## src/rtl/spkr_pkg.sv

```systemverilog
// Shared types and constants for the speaker tone path and the keypad/song decoder.
package spkr_pkg;
  localparam int FREQ_W              = 32;
  localparam int CLK_HZ_DEFAULT      = 50_000_000;
  localparam int MAX_FREQ_HZ_DEFAULT = 20_000;

  typedef logic [FREQ_W-1:0] freq_t;

  typedef enum logic [1:0] {S_IDLE, S_DIV, S_WAIT} state_t;

  localparam freq_t NOTE_C4  = 32'd261;
  localparam freq_t NOTE_D4  = 32'd294;
  localparam freq_t NOTE_E4  = 32'd330;
  localparam freq_t NOTE_F4  = 32'd349;
  localparam freq_t NOTE_G4  = 32'd392;
  localparam freq_t NOTE_A4  = 32'd440;
  localparam freq_t NOTE_AS4 = 32'd466;
  localparam freq_t NOTE_B4  = 32'd494;
  localparam freq_t NOTE_C5  = 32'd523;
endpackage

```

## src/rtl/spkr_udiv.sv

```systemverilog
// Sequential restoring unsigned divider: one quotient bit per clock, W clocks per divide.
module spkr_udiv #(
  parameter int W = 32
) (
  input  logic         FPGA_CLK1_50,
  input  logic         rstn,
  input  logic         start,
  input  logic [W-1:0] dividend,
  input  logic [W-1:0] divisor,
  output logic         busy,
  output logic         done,
  output logic [W-1:0] quotient
);
  localparam int CNT_W = $clog2(W + 1);

  logic [W-1:0]     rem, quo, dvs;
  logic [CNT_W-1:0] cnt;
  logic [W:0]       rem_sh, diff;

  // diff[W] is the borrow: set when the shifted remainder is below the divisor
  assign rem_sh   = {rem, quo[W-1]};
  assign diff     = rem_sh - {1'b0, dvs};
  assign quotient = quo;

  always_ff @(posedge FPGA_CLK1_50 or negedge rstn) begin
    if (!rstn) begin
      rem  <= '0;
      quo  <= '0;
      dvs  <= '0;
      cnt  <= '0;
      busy <= 1'b0;
      done <= 1'b0;
    end else begin
      done <= 1'b0;
      if (start) begin
        rem  <= '0;
        quo  <= dividend;
        dvs  <= divisor;
        cnt  <= CNT_W'(W);
        busy <= 1'b1;
      end else if (busy) begin
        if (!diff[W]) begin
          rem <= diff[W-1:0];
          quo <= {quo[W-2:0], 1'b1};
        end else begin
          rem <= rem_sh[W-1:0];
          quo <= {quo[W-2:0], 1'b0};
        end
        cnt <= cnt - 1'b1;
        if (cnt == CNT_W'(1)) begin
          busy <= 1'b0;
          done <= 1'b1;
        end
      end
    end
  end
endmodule

```

## src/rtl/spkr_tone_gen.sv

```systemverilog
// Square-wave speaker driver: frequency word -> half-period via iterative divide,
// new pitches applied only at level boundaries so no runt pulses reach the speaker.
module spkr_tone_gen
  import spkr_pkg::*;
#(
  parameter int CLK_HZ      = CLK_HZ_DEFAULT,
  parameter int MAX_FREQ_HZ = MAX_FREQ_HZ_DEFAULT,
  parameter int W           = FREQ_W
) (
  input  logic         FPGA_CLK1_50,
  input  logic         rstn,
  input  logic [W-1:0] desired_frequency,
  input  logic         enable,
  output logic         spkr,
  output logic         tone_active,
  output logic         div_busy,
  output logic [W-1:0] half_period
);
  localparam logic [W-1:0] CLK_W = W'(CLK_HZ);
  localparam logic [W-1:0] MAX_W = W'(MAX_FREQ_HZ);

  state_t       state, state_nx;
  logic [W-1:0] f_eff, f_lat, cnt, pending, quotient;
  logic         pending_valid;
  logic         div_start, div_done, at_bound, do_mute, do_load;

  assign f_eff       = (desired_frequency > MAX_W) ? MAX_W : desired_frequency;
  assign at_bound    = (half_period != '0) && (cnt == half_period - 1'b1);
  assign tone_active = enable && (half_period != '0);

  spkr_udiv #(.W(W)) u_div (
    .FPGA_CLK1_50 (FPGA_CLK1_50),
    .rstn         (rstn),
    .start        (div_start),
    .dividend     (CLK_W),
    .divisor      ({f_eff[W-2:0], 1'b0}),
    .busy         (div_busy),
    .done         (div_done),
    .quotient     (quotient)
  );

  always_ff @(posedge FPGA_CLK1_50 or negedge rstn) begin
    if (!rstn) state <= S_IDLE;
    else       state <= state_nx;
  end

  always_comb begin
    state_nx = state;
    case (state)
      S_IDLE:  if (f_eff != f_lat && f_eff != '0) state_nx = S_DIV;
      S_DIV:   if (div_done) state_nx = S_WAIT;
      S_WAIT:  if (do_load) state_nx = S_IDLE;
      default: state_nx = S_IDLE;
    endcase
  end

  // While disabled there is no boundary to wait for, so a pending pitch loads at once
  always_comb begin
    div_start = 1'b0;
    do_mute   = 1'b0;
    do_load   = 1'b0;
    case (state)
      S_IDLE: if (f_eff != f_lat) begin
        if (f_eff == '0) do_mute   = 1'b1;
        else             div_start = 1'b1;
      end
      S_WAIT:  do_load = pending_valid && (half_period == '0 || !enable || at_bound);
      default: ;
    endcase
  end

  always_ff @(posedge FPGA_CLK1_50 or negedge rstn) begin
    if (!rstn) begin
      f_lat         <= '0;
      pending       <= '0;
      pending_valid <= 1'b0;
      half_period   <= '0;
      cnt           <= '0;
      spkr          <= 1'b0;
    end else begin
      if (div_start) f_lat <= f_eff;
      if (state == S_DIV && div_done) begin
        pending       <= quotient;
        pending_valid <= 1'b1;
      end
      if (do_mute) begin
        f_lat       <= '0;
        half_period <= '0;
        cnt         <= '0;
        spkr        <= 1'b0;
      end else begin
        // On a boundary load the toggle still happens; the new value times the next level
        if (do_load) begin
          half_period   <= pending;
          pending_valid <= 1'b0;
        end
        if (!enable || half_period == '0) begin
          cnt  <= '0;
          spkr <= 1'b0;
        end else if (at_bound) begin
          cnt  <= '0;
          spkr <= ~spkr;
        end else begin
          cnt <= cnt + 1'b1;
        end
      end
    end
  end
endmodule

```

## config.mk

```make
export PLATFORM = sky130hd
export DESIGN_NAME = spkr_tone_gen
export DESIGN_NICKNAME = d
export VERILOG_FILES = /design/src/rtl/spkr_pkg.sv /design/src/rtl/spkr_udiv.sv /design/src/rtl/spkr_tone_gen.sv
export SDC_FILE = /design/constraint.sdc
export NUM_CORES = 1
export LEC_CHECK = 0
export CORE_UTILIZATION = 30
export DETAILED_ROUTE_END_ITERATION = 8
export GPL_TIMING_DRIVEN = 0
export SLEW_MARGIN = 20
export SYNTH_ARGS = -nofsm -noshare
export SYNTH_HDL_FRONTEND = slang
export SYNTH_SLANG_ARGS = --single-unit
export TNS_END_PERCENT = 1
```

## constraint.sdc

```tcl
create_clock -name FPGA_CLK1_50 -period 9.1 [get_ports FPGA_CLK1_50]
set_clock_uncertainty 0.2 [all_clocks]
set_input_delay 2.73 -clock FPGA_CLK1_50 [delete_from_list [all_inputs] [get_ports FPGA_CLK1_50]]
set_output_delay 2.73 -clock FPGA_CLK1_50 [all_outputs]
set_load 0.1 [all_outputs]
```

==> results.txt, run 1 <==
----------------------------------------------------
[Critical path]
  Worst endpoint data arrival time ... about 4.7 ns
  Required time of the critical path ... between 6 and 7 ns
  Kind of critical path ... in2out
  Crit start category ... primary input
  Capturing element type of the critical path ... output pin
  Critical path peak fanout ... 5

[Global route]
  Maximum number of pins on one net before global-route repair ... 82
  Total global routing overflow ... 0
  Antenna violations before repair ... 0
  Global-route total usage across every layer ... 0.144
  First-pass GRT wire length ... roughly 52,000 um
  Via count of the first global-routing pass ... 10,100

[Route]
  Vias per cell ... 4.99
  WL per Instance ... around 16 um
  First-pass iteration count of the detailed router ... 5
  DR vias ... 9,816
  Total length of routed wires ... slightly above 30,000 um
  Number of remaining DRC errors ... 0
  Initial DRC Count ... 480
  Remaining number of nets flagged by the antenna check after routing ... 0

[Clock tree]
  Clock transition at the registers of the reported paths ... 0.06 ns
  CTS H-tree lvls ... 1
  Clock tree from TritonCTS ... done
  Total of cells resized after clock tree synthesis ... 0
  Total CTS buffers ... 25
  Number of sinks handled by clock tree synthesis ... 235
  Setup Buffers After CTS ... 0
  Clock latency reported for the late side of the worst-skew pair ... roughly 0.54 ns
  Max Root-Sink Buffers ... 3
  CTS Hold Bufs ... 0
  Cell chosen for the clock root ... clkbuf_16

[Run]
  Maximum Capacitance Violations ... 0

[Placed design]
  Gp weighted congestion ... around 0.9
  Buffers on Ports ... 69
  Worst slack after detailed placement ... 1.44 ns
  DP Wirelength ... 22,800 um
  Standard cell area after detailed placement ... 0.0144 mm2

[Yosys]
  Netlist area before placement ... 0.0129 mm2
  Biggest area consumer among synthesized cells ... dfrtp_1
  Area contributors post-synth ... dfrtp_1 46%, mux2i_1 7.3%, nor2_1 4.2%
  Main flop type after synthesis ... dfrtp_1
  Number of standard cells after synthesis ... 1,315
  Yosys Warn Count ... 0
  Number of enable flip-flop cells after synthesis ... 0
  Syn nets ... 1,387
  Top-area cell type share of the netlist area ... 0.455
  #FFs+latches synth ... between 200 and 250
  Sequential fraction of the synthesis area ... 0.455
  Fraction of registers with async set/reset ... 1.00
  Cell variety after synth ... 72
  Cell with the most instances after synthesis ... dfrtp_1
  Per-instance average area after synthesis ... 9.82 um2
  Most used standard cells in the synthesized netlist ... 235 x dfrtp_1, 146 x nor2_1, 97 x nand2_1, 94 x mux2i_1, 93 x inv_1

[Die]
  Core outline area ... 0.0422 mm2
  Number of rows created at floorplan ... 75
  Number of top-level pins ... 70
  Die extent in y ... 209 um
  Die Span X ... between 200 and 250 um
  Effective utilization at floorplan ... 0.306
  Floorplan die area ... ~0.044 mm2

[Cells and area]
  Summed area of non-filler cells in the final layout ... 0.0152 mm2
  Total Nets Final ... 1,486
  Antenna Diode Count ... 0
  Area delta synth->final ... 17.9%
  Share of cells above drive strength 1 ... 0.0692

[STA]
  Rel. slew slack ... 0.316
  Number of hold violations in the final report ... 0
  Final hold slack ... 0.282 ns
  Clock period minus final worst setup slack ... 7.66 ns
  Total negative slack ... 0 ns
  Max-slew violation count ... 0
  Least-Margin Pin Slew ... 1.02 ns
  Setup Viol. Count Final ... 0
  RSZ-0062 raised after global routing ... false
  Final critical-path setup slack ... ~1.4 ns
  Portion of the clock cycle consumed by the worst path in the final layout ... 0.842
  Peak Freq ... 131 MHz

[Power]
  Leakage power of the design ... between 6 and 7 nW
  Largest voltage drop on the vdd net ... 153 uV
  PD cells ... 316 mW/mm2

[Hold path]
  Hold/Removal Path Class ... reg2reg

[Run status]
  Run status ... finished, final reports clean

----------------------------------------------------
## routing by layer
metal | wire length [um] | track usage | part of all wire
met5 | 0 | 0 | 0
met4 | 978 | 0.0471 | 0.031
met3 | 1260 | 0.0236 | 0.040
met2 | 14100 | 0.236 | 0.45
met1 | 14700 | 0.195 | 0.47
## layout make-up
type	count	area (um2)
Fill cell	4291	27000
Multi-Input combinational cell	927	6420
Sequential cell	235	5880
Timing Repair Buffer	72	778
Clock buffer	31	678
Tap cell	539	674
Inverter	93	349
Buffer	60	272
Clock inverter	12	170
## layout by cell type, fill, tap and decap left out, types with 7 or more instances in the layout
master	Yosys	final
dfrtp_1	235	235
nor2_1	146	146
nand2_1	97	97
mux2i_1	94	94
inv_1	93	93
clkdlybuf4s50_1	0	68
xor2_1	59	59
clkbuf_1	51	54
xnor2_1	49	49
o21ai_0	43	43
ha_1	36	36
mux2_2	34	34
a211oi_1	31	31
a21oi_1	30	30
nor3_1	29	28
clkbuf_16	0	25
nand3_1	23	23
a22o_1	20	20
nand2b_1	19	19
and2_1	19	19
nor4_1	18	18
nand4_1	16	16
a21o_1	13	13
o21a_1	11	11
and3_1	11	11
a31oi_1	10	10
or3_1	7	7
or4_1	7	7
o22ai_1	7	7
o211ai_1	7	7
o31ai_1	7	7
## sequential cells by signal, summed over array words and instances (netlist names), 2 cells and up
name	cells
cnt	32
state	2
half_period	32
u_div.dvs	31
f_lat	32
u_div.cnt	6
u_div.rem	32
pending	32
u_div.quotient	32
## final timing paths
kind	slack (ns)	end	startpoint	cells after the start
max in group asynchronous	5.93	u_div.rem[20]$_DFFE_PN0P_	rstn	3
max reg2reg	4.81	half_period[21]$_DFFE_PN0P_	half_period[5]$_DFFE_PN0P_	11
min in group asynchronous	1.82	cnt[7]$_DFF_PN0_	rstn	1
min reg2reg	0.28	f_lat[27]$_DFFE_PN0P_	f_lat[27]$_DFFE_PN0P_	1
max	1.44	tone_active	enable	3
min	0.28	f_lat[27]$_DFFE_PN0P_	f_lat[27]$_DFFE_PN0P_	1
## power breakdown
part,total [mW],switching [mW],internal [mW],leakage [nW]
logic,2.23,1.34,0.888,3.34
clock network,1.07,0.425,0.640,0.418
registers,1.51,0.214,1.30,3.03
total,4.81,1.98,2.83,6.79
## logic make-up (layout without fill, tap and decap cells)
logic type,after synthesis,after routing,synth area share
simple gates,432,432,0.164
compound gates,221,221,0.119
buf+inv,153,268,0.0481
fa+ha+maj,37,37,0.0364
xor+xnor,108,108,0.0733
flops,235,235,0.455
mux,129,129,0.103
## metrics by stage
step	util	total power, mW	cells
floorplan	-	3.19	1315
global placement	0.338	3.71	1923
detailed placement	0.340	3.75	1926
CTS	0.360	4.85	1969
global route	0.360	5.14	1969
finish	0.360	4.81	1969
## worst max-delay path, stage by stage
cell and delay, ns:
clkdlybuf4s50_1 0.45, o31a_1 0.34, clkdlybuf4s50_1 1.20
Power figures use the tool's default switching activity.
==> run 2, diff against run 1 <==
==> constraint.sdc (replaced) <==
create_clock -name FPGA_CLK1_50 -period 6.3 [get_ports FPGA_CLK1_50]
set_clock_uncertainty 0.2 [all_clocks]
set_input_delay 1.89 -clock FPGA_CLK1_50 [delete_from_list [all_inputs] [get_ports FPGA_CLK1_50]]
set_output_delay 1.89 -clock FPGA_CLK1_50 [all_outputs]
set_load 0.1 [all_outputs]
==> results of run 2 <==
The final DEF is identical to that of run 1. Status: finished, final reports clean.
Main changes from that run: setup slack after placement 1.44 ns -> -0.0637 ns; setup slack after layout 1.44 ns -> 0.318 ns; register-to-register setup slack 4.81 ns -> 2.01 ns; total power 4.81 mW -> 6.94 mW; worst IR drop on VDD 153 uV -> 222 uV
==> run 3, diff against run 2 <==
--- a/config.mk
+++ b/config.mk
@@ -6,6 +6,7 @@
 export NUM_CORES = 1
 export LEC_CHECK = 0
 export CORE_UTILIZATION = 30
+export CTS_CLUSTER_SIZE = 30
 export DETAILED_ROUTE_END_ITERATION = 8
 export GPL_TIMING_DRIVEN = 0
 export SLEW_MARGIN = 20
==> results of run 3 <==
The final DEF is identical to that of run 1. Status: finished, final reports clean.
Main changes from that run: setup slack after placement 1.44 ns -> -0.0637 ns; setup slack after layout 1.44 ns -> 0.318 ns; register-to-register setup slack 4.81 ns -> 2.01 ns; total power 4.81 mW -> 6.94 mW; worst IR drop on VDD 153 uV -> 222 uV
